==> src/rtl/disp_mux4.sv <==
// ---------------------------------------------------------------------------
// disp_mux4 -- four-digit time-multiplexed seven-segment display driver.
//
// Takes a snapshot of a 16-bit value (four hex nibbles) once per scan frame,
// so a frame never mixes old and new digits. The digits are scanned at a
// prescaled rate. Segment, decimal-point and digit-enable lines are active-low.
//
// Parameters
//   DIV   clk cycles per digit slot (1 .. 2**DIVW-1)
//   DIVW  prescaler counter width
//
// Ports
//   clk_i    system clock; all state changes on posedge
//   rst_i    synchronous reset, active-high
//   en_i     display enable; 0 blanks all outputs while scanning continues
//   val_i    value to show; val_i[3:0] -> digit0 (rightmost) .. [15:12] -> digit3
//   dp_in_i  decimal points; dp_in_i[i]=1 lights the DP of digit i (sampled live)
//   segn_o   segments, active-low, segn_o[0]=a .. segn_o[6]=g
//   dpn_o    decimal point, active-low
//   dign_o   digit enables, active-low; dign_o[i] selects digit i
//   frame_o  1-cycle pulse on the edge where a new val_i snapshot is taken
//
// Build option
//   LEADING_ZERO_BLANK_EN  when defined, blanks the segments of leading-zero
//                          digits 3..1. Digit0 always shows its nibble.
//                          dign_o and dpn_o are not affected.
// ---------------------------------------------------------------------------
module disp_mux4 #(
   parameter int unsigned DIV  = 50000,
   parameter int unsigned DIVW = 16
) (
   input  logic        clk_i,
   input  logic        rst_i,
   input  logic        en_i,
   input  logic [15:0] val_i,
   input  logic [3:0]  dp_in_i,
   output logic [6:0]  segn_o,
   output logic        dpn_o,
   output logic [3:0]  dign_o,
   output logic        frame_o
);

   localparam logic [DIVW-1:0] DIV_M1 = DIVW'(DIV - 1);
   localparam logic [DIVW-1:0] ONE    = DIVW'(1);

   // Hex to active-low {g,f,e,d,c,b,a}
   function automatic logic [6:0] dec7(input logic [3:0] n);
      logic [6:0] s;
      case (n)
         4'h0: s = 7'b1000000;
         4'h1: s = 7'b1111001;
         4'h2: s = 7'b0100100;
         4'h3: s = 7'b0110000;
         4'h4: s = 7'b0011001;
         4'h5: s = 7'b0010010;
         4'h6: s = 7'b0000010;
         4'h7: s = 7'b1111000;
         4'h8: s = 7'b0000000;
         4'h9: s = 7'b0010000;
         4'hA: s = 7'b0001000;
         4'hB: s = 7'b0000011;
         4'hC: s = 7'b1000110;
         4'hD: s = 7'b0100001;
         4'hE: s = 7'b0000110;
         default: s = 7'b0001110;
      endcase
      return s;
   endfunction

   logic [DIVW-1:0] pcnt_q, pcnt_d;
   logic [1:0]      idx_q,  idx_d;
   logic [15:0]     snap_q, snap_d;
   logic            frame_q, frame_d;
   logic [3:0]      dign_q, dign_d;
   logic [6:0]      segn_q, segn_d;
   logic            dpn_q,  dpn_d;

   logic            tick;
   logic            snap_now;
   logic [3:0]      nib;
   logic            lz_blank;

   assign tick     = (pcnt_q == DIV_M1);
   // End of the digit-3 slot closes the frame and opens the next one
   assign snap_now = tick && (idx_q == 2'd3);

   // Nibble of the digit currently being scanned
   always_comb begin
      nib = snap_q[3:0];
      case (idx_q)
         2'd0: nib = snap_q[3:0];
         2'd1: nib = snap_q[7:4];
         2'd2: nib = snap_q[11:8];
         2'd3: nib = snap_q[15:12];
         default: nib = snap_q[3:0];
      endcase
   end

   // A digit is a leading zero when it and every digit left of it are zero
`ifdef LEADING_ZERO_BLANK_EN
   always_comb begin
      lz_blank = 1'b0;
      case (idx_q)
         2'd3: lz_blank = (snap_q[15:12] == 4'h0);
         2'd2: lz_blank = (snap_q[15:8]  == 8'h00);
         2'd1: lz_blank = (snap_q[15:4]  == 12'h000);
         default: lz_blank = 1'b0;
      endcase
   end
`else
   assign lz_blank = 1'b0;
`endif

   always_comb begin
      pcnt_d  = tick ? '0 : pcnt_q + ONE;
      idx_d   = tick ? idx_q + 2'd1 : idx_q;
      snap_d  = snap_now ? val_i : snap_q;
      frame_d = snap_now;

      dign_d  = 4'b1111;
      segn_d  = 7'h7F;
      dpn_d   = 1'b1;
      // Outputs decode the pre-edge idx/snap, so they trail idx by one cycle
      if (en_i) begin
         dign_d = ~(4'b0001 << idx_q);
         segn_d = lz_blank ? 7'h7F : dec7(nib);
         dpn_d  = ~dp_in_i[idx_q];
      end
   end

   always_ff @(posedge clk_i) begin
      if (rst_i) begin
         pcnt_q  <= '0;
         idx_q   <= 2'd0;
         snap_q  <= 16'h0000;
         frame_q <= 1'b0;
         dign_q  <= 4'b1111;
         segn_q  <= 7'h7F;
         dpn_q   <= 1'b1;
      end else begin
         pcnt_q  <= pcnt_d;
         idx_q   <= idx_d;
         snap_q  <= snap_d;
         frame_q <= frame_d;
         dign_q  <= dign_d;
         segn_q  <= segn_d;
         dpn_q   <= dpn_d;
      end
   end

   assign segn_o  = segn_q;
   assign dpn_o   = dpn_q;
   assign dign_o  = dign_q;
   assign frame_o = frame_q;

endmodule

==> config.mk <==
export PLATFORM = sky130hd
export DESIGN_NAME = disp_mux4
export DESIGN_NICKNAME = d
export VERILOG_FILES = /design/src/rtl/disp_mux4.sv
export SDC_FILE = /design/constraint.sdc
export NUM_CORES = 1
export LEC_CHECK = 0
export BUFFER_PORTS_ARGS = -buffer_cell sky130_fd_sc_hd__buf_2
export CORE_MARGIN = 8
export CORE_UTILIZATION = 55
export DETAILED_ROUTE_END_ITERATION = 16
export GPL_TIMING_DRIVEN = 0
export MAX_ROUTING_LAYER = met4
export PLACE_DENSITY_LB_ADDON = 0.05
export SLEW_MARGIN = 20
export SYNTH_ARGS = -nofsm -noshare
export SYNTH_HDL_FRONTEND = slang
export SYNTH_SLANG_ARGS = --single-unit
==> constraint.sdc <==
create_clock -name clk_i -period 2.8 [get_ports clk_i]
set_clock_uncertainty 0.05 [all_clocks]
set_input_delay 0.14 -clock clk_i [delete_from_list [all_inputs] [get_ports clk_i]]
set_output_delay 0.14 -clock clk_i [all_outputs]
set_load 0.005 [all_outputs]
==> results.json, run 1 <==
{
  "status": "finished clean",
  "synth_nets": 253,
  "synth-seq-cells": 47,
  "p_leak_uw": 0.00113,
  "path_buf_inv": 2,
  "pwr-share-comb_pct": 4.6,
  "synth_edf_count": 0,
  "worstReg2RegEnd": "segn_o[3]",
  "layout_common_cells": "dfxtp_1 (47), nor2_1 (40), buf_2 (35)",
  "antenna_found_initial": 0,
  "viasPerCell": 5.26,
  "ant_nets": 0,
  "power_density_nw_per_um2": 464,
  "synth_cells": 218,
  "rsz0062_at_grt": "no",
  "clkTransAtPathRegs_ps": 80,
  "core_sq_um": 3690,
  "dpl.hpwl_mm": 3.14,
  "holdBufCountCts": 0,
  "grt_first_pass_wirelength_mm": 7.11,
  "endpoint_kind": "register",
  "crit_type": "register to register",
  "finalSetupViolations": 0,
  "post-route-min-period_ps": 2490,
  "n_antenna_cell": 0,
  "first_pass_iters": 4,
  "final_common_cell": "dfxtp_1",
  "die_x_microns": 78.2,
  "finalMaxSlewViolations": 0,
  "cts_buffers": 5,
  "timing.final.hold_violations": 0,
  "r2r_slack_ps": 310,
  "clock_latency_ps": 300,
  "wirelength_mm": 4.21,
  "final_core_util_pct": 66.6,
  "clock_sinks": 47,
  "reg2regPathDepth": 9,
  "grt_max_degree": 14,
  "start_util_pct": 57.6,
  "fin_nets": 295,
  "gp_congestion": 0.880,
  "post_drt_wl_per_cell_microns": 13.7,
  "maxCapViolCount": 0,
  "row_count": 22,
  "crit_path_max_fanout": 7,
  "max_slew_margin_pct": 63.1,
  "internal_power_uw": 899,
  "numPortBuffers": 35,
  "die_area_sq_um": 6110,
  "cp_top_family": "compound AO/OA/AOI/OAI gates",
  "dpl.cell_count": 301,
  "synth.distinct_cells": 42,
  "vias": 1620,
  "drive_gt1_share_pct": 21.2,
  "max-vdd-ir-drop_v": 0.000313,
  "tightest_slew_ps": 538,
  "required_ps": 2890,
  "finalSetupTns_ps": 0,
  "critPathLaunchType": "register",
  "hold_path_end": "snap_q[4]",
  "p_seq_share_pct": 59.8,
  "io_pins": 36,
  "final_cell_count_no_fill": 308,
  "fp.dieH_microns": 78.2,
  "min_from": "val_i[4]",
  "r2r-start": "idx_q[1]",
  "yosys_warnings": 0,
  "cts_root_buf": "clkbuf_8",
  "cts_tree": "built",
  "hold_path_class": "input port to register",
  "ys.flop_type": "dfxtp_1",
  "grt_pass1_vias": 1572,
  "fillCellCount": 328,
  "yosysSeqAreaShare_pct": 44.3,
  "drtIter0Drc": 106,
  "clkPwrFrac_pct": 35.6,
  "synthArstFlopShare_pct": 0,
  "htree_num_levels": 2,
  "worstPathArrival_ps": 2580,
  "slowest_delay_ps": 410,
  "area_delta_synth_final_pct": 15.7,
  "power.net_switching_uw": 242,
  "finalCritPeriodShare_pct": 89.0,
  "grt_overflow": 0,
  "maxClockFrequency_ghz": 0.401,
  "crit_chain": "inv_1, ha_1, a222oi_1, nand2_1, o21ai_2, inv_1, ha_1, a2111oi_2, a41oi_1",
  "synthesis.area_sq_um": 2120,
  "hold_depth": 3,
  "gr-usage-all-layers_pct": 14.5,
  "clock_path_buffers": 2,
  "syn_area_per_cell_sq_um": 9.75,
  "drc": 0,
  "cp_slowest_cell": "dfxtp_1",
  "swShare_pct": 21.2
}
## cell families (layout without fill, tap and decap cells)
family          count (synthesis)  in the layout  synth area share (%)
buf+inv                        15             57                  4.30
flops                          47             47                  44.3
mux                            23             23                  11.5
compound gates                 21             21                  7.30
fa+ha+maj                      12             12                  7.07
simple gates                   86             86                  19.8
xor+xnor                       14             14                  5.77
## synthesized netlist by cell type (2+ instances only)
| master | number | area share [%] |
|---|---|---|
| nand4_1 | 4 | 1.2 |
| buf_6 | 2 | 1.1 |
| dfxtp_1 | 47 | 44 |
| ha_1 | 12 | 7.1 |
| and4_1 | 2 | 0.82 |
| nor2_1 | 40 | 7.1 |
| xor2_1 | 8 | 3.3 |
| a22oi_1 | 3 | 1.1 |
| nand3_1 | 7 | 1.6 |
| inv_1 | 8 | 1.4 |
| nand2_1 | 14 | 2.5 |
| o21ai_0 | 5 | 1.2 |
| clkbuf_1 | 3 | 0.53 |
| a21oi_1 | 3 | 0.71 |
| nor2b_1 | 2 | 0.59 |
| xnor2_1 | 6 | 2.5 |
| a222oi_1 | 2 | 0.94 |
| nor3_1 | 4 | 0.94 |
| a221o_1 | 3 | 1.4 |
| mux2i_1 | 21 | 9.9 |
## state kept, by name, summed over array words and instances, names as in the netlist
signal,count
dign_o,4
idx_q,2
pcnt_q,16
frame_o,1
segn_o,7
dpn_o,1
snap_q,16
## per-stage QoR
stage | area [sq um] | hold WS [ps] | power (uW) | setup slack (ps)
final | 2460 | 22.5 | 1140 | 309
after detailed placement | 2360 | 330 | 751 | 120
after global routing | 2460 | 18.5 | 1180 | 34.0
after CTS | 2450 | 17.1 | 1150 | 65.0
after floorplan | 2120 | 234 | 722 | 502
after global placement | 2360 | 320 | 750 | 135
## layout make-up
class,count,area [sq um],share of cell area [%]
Sequential cell,47,941,38.3
Inverter,8,30.0,1.22
Clock buffer,6,82.6,3.36
Multi-Input combinational cell,156,1100,44.9
Clock inverter,1,5.00,0.204
Buffer,7,61.3,2.49
Tap cell,48,60.1,2.44
Timing Repair Buffer,35,175,7.13
## power groups by stage
stage / clock (uW) / combinational (uW) / sequential, uW
floorplan: 0 / 23.8 / 699
global placement: 0 / 52.3 / 698
detailed placement: 0 / 52.9 / 698
CTS: 418 / 53.3 / 682
global route: 435 / 60.0 / 684
finish: 406 / 52.8 / 682
## worst max-delay path by stage
stage,cells after the start,end,start
2_1_floorplan,9,segn_o[3],idx_q[1]
3_3_place_gp,9,segn_o[3],idx_q[1]
3_5_place_dp,9,segn_o[3],idx_q[1]
4_1_cts,9,segn_o[3],idx_q[1]
5_1_grt,9,segn_o[6],idx_q[0]
6_report,9,segn_o[3],idx_q[1]
## repair_timing
item                                    in CTS  in global routing
hold endpoints to repair                     0                  0
endpoints found under the setup margin       1                  3
resized for setup                            1                  3
buffers inserted                             0                  0
## per-layer routing
| layer | global-route usage, % | wire length (microns) | part of all wire (%) | up-vias |
|---|---|---|---|---|
| met5 | - | 0 | 0 | - |
| met2 | 20.8 | 1730 | 41 | 34 |
| li1 | - | - | - | 833 |
| met1 | 17.8 | 2140 | 51 | 746 |
| met4 | 5.56 | 65 | 1.5 | 0 |
| met3 | 5.69 | 276 | 6.6 | 7 |
## worst reg2reg max path: stages, from the launching register on
cell and delay, ps:
dfxtp_1 410, inv_1 110, ha_1 270, a222oi_1 410, nand2_1 110, o21ai_2 160, inv_1 110, ha_1 270
a2111oi_2 370, a41oi_1 80
Power figures use the tool's default switching activity.
==> inputs of run 2 (changes only) <==
==> constraint.sdc (replaced) <==
create_clock -name clk_i -period 2.64 [get_ports clk_i]
set_clock_uncertainty 0.05 [all_clocks]
set_input_delay 0.132 -clock clk_i [delete_from_list [all_inputs] [get_ports clk_i]]
set_output_delay 0.132 -clock clk_i [all_outputs]
set_load 0.005 [all_outputs]
==> run 2 against run 1 <==
Against the previous run:
- non-clock buffer count unchanged
- final cell count unchanged
- final area rose by 0.97%
- critical path depth fell by 2
- clock power is 5.4% higher
- flip-flop and latch count is the same
- largest power group unchanged
==> results.json, run 2 (synthesis results as in run 1) <==
{
  "cts_buffers": 5,
  "clock_latency_ps": 300,
  "maxCapViolCount": 0,
  "htree_num_levels": 2,
  "hold_depth": 3,
  "hold_ws_ps": 13.9,
  "reg2regPathDepth": 7,
  "cts_root_buf": "clkbuf_8",
  "row_count": 22,
  "crit_path_max_fanout": 7,
  "dpl.hpwl_mm": 3.14,
  "status": "finished clean",
  "max-vdd-ir-drop_v": 0.000334,
  "tightest_slew_ps": 669,
  "holdBufCountCts": 0,
  "p_total_uw": 1210,
  "max_slew_margin_pct": 55.4,
  "endpoint_kind": "register",
  "viasPerCell": 5.27,
  "wirelength_mm": 4.22,
  "rsz0062_at_grt": "no",
  "post-route-min-period_ps": 2380,
  "gr-usage-all-layers_pct": 14.6,
  "numPortBuffers": 35,
  "clkTransAtPathRegs_ps": 80,
  "start_util_pct": 57.6,
  "power_density_nw_per_um2": 487,
  "first_pass_iters": 4,
  "maxClockFrequency_ghz": 0.420,
  "area_delta_synth_final_pct": 16.8,
  "grt_first_pass_wirelength_mm": 7.15,
  "required_ps": 2730,
  "layout_common_cells": "dfxtp_1 (45), nor2_1 (40), buf_2 (35)",
  "ant_nets": 0,
  "final_core_util_pct": 67.3,
  "clock_path_buffers": 2,
  "core_sq_um": 3690,
  "final_common_cell": "dfxtp_1",
  "io_pins": 36,
  "finalCritPeriodShare_pct": 90.3,
  "worstPathArrival_ps": 2470,
  "clock_sinks": 47,
  "grt_pass1_vias": 1588,
  "grt_overflow": 0,
  "cts_setup_buffers": 0,
  "min_from": "val_i[4]",
  "fin_nets": 295,
  "hold_path_end": "snap_q[4]",
  "critPathLaunchType": "register",
  "die_x_microns": 78.2,
  "grt_max_degree": 14,
  "finalSetupTns_ps": 0,
  "timing.final.hold_violations": 0,
  "drc": 0,
  "worstReg2RegEnd": "segn_o[3]",
  "antenna_found_initial": 0,
  "dp_worst_setup_slack_ps": -40.5,
  "die_area_sq_um": 6110,
  "r2r-start": "idx_q[1]",
  "post_drt_wl_per_cell_microns": 13.7,
  "crit_type": "register to register",
  "p_leak_uw": 0.00113,
  "fp.dieH_microns": 78.2,
  "drtIter0Drc": 77,
  "r2r_slack_ps": 260,
  "cts_tree": "built",
  "finalMaxSlewViolations": 0,
  "drive_gt1_share_pct": 23.1,
  "vias": 1622,
  "finalSetupViolations": 0,
  "n_antenna_cell": 0,
  "gp_congestion": 0.880,
  "hold_path_class": "input port to register",
  "setup_ws_ps": 256
}
[run 2: cell counts in the layout (fill, tap and decap cells not counted)]
Identical to the previous run, type by type.
[run 2: report_power, final]
group	switching, uW	internal, uW	leakage (uW)
Clock	223	206	0.0000470
Combinational	27.0	29.7	0.000701
Sequential	5.05	718	0.000383
[run 2: final cells by class]
cell class | count | area (sq um)
fill | 324 | 1210
multi-input combinational | 156 | 1120
sequential | 47 | 943
timing repair buffer | 35 | 175
clock buffer | 6 | 82.6
buffer | 7 | 61.3
tap | 48 | 60.1
inverter | 8 | 30.0
clock inverter | 1 | 5.00
[run 2: worst max-delay path by stage]
stage | end | depth (start not counted) | startpoint | slack, ps
floorplan | segn_o[3] | 9 | idx_q[1] | 340
global placement | segn_o[3] | 9 | idx_q[1] | -30
detailed placement | segn_o[3] | 9 | idx_q[1] | -40
CTS | segn_o[3] | 9 | idx_q[1] | 110
global route | segn_o[6] | 10 | idx_q[1] | 30
finish | segn_o[3] | 7 | idx_q[1] | 260
[run 2: routing by layer]
metal | track usage, % | vias up | wire, microns
met4 | 5.56 | 0 | 65
met1 | 17.8 | 745 | 2150
li1 | - | 832 | -
met2 | 21.0 | 38 | 1710
met5 | - | - | 0
met3 | 5.69 | 7 | 287
[run 2: timing repair]
item	in CTS	in global routing
gates cloned	0	0
resized for setup	3	7
setup endpoints to repair	1	3
pin swaps	0	1
[run 2: critical path, cell delays in order, from the launching register on]
cell,delay [ps]
dfxtp_2,370
inv_1,80
ha_1,260
a222oi_1,530
mux2_2,380
nor2_1,120
a2111oi_4,340
a41oi_1,80
[run 2: per-stage QoR]
stage	instances	cell area [sq um]
finish	308	2480
global route	308	2480
CTS	308	2450
detailed placement	301	2360
global placement	301	2360
floorplan	218	2120
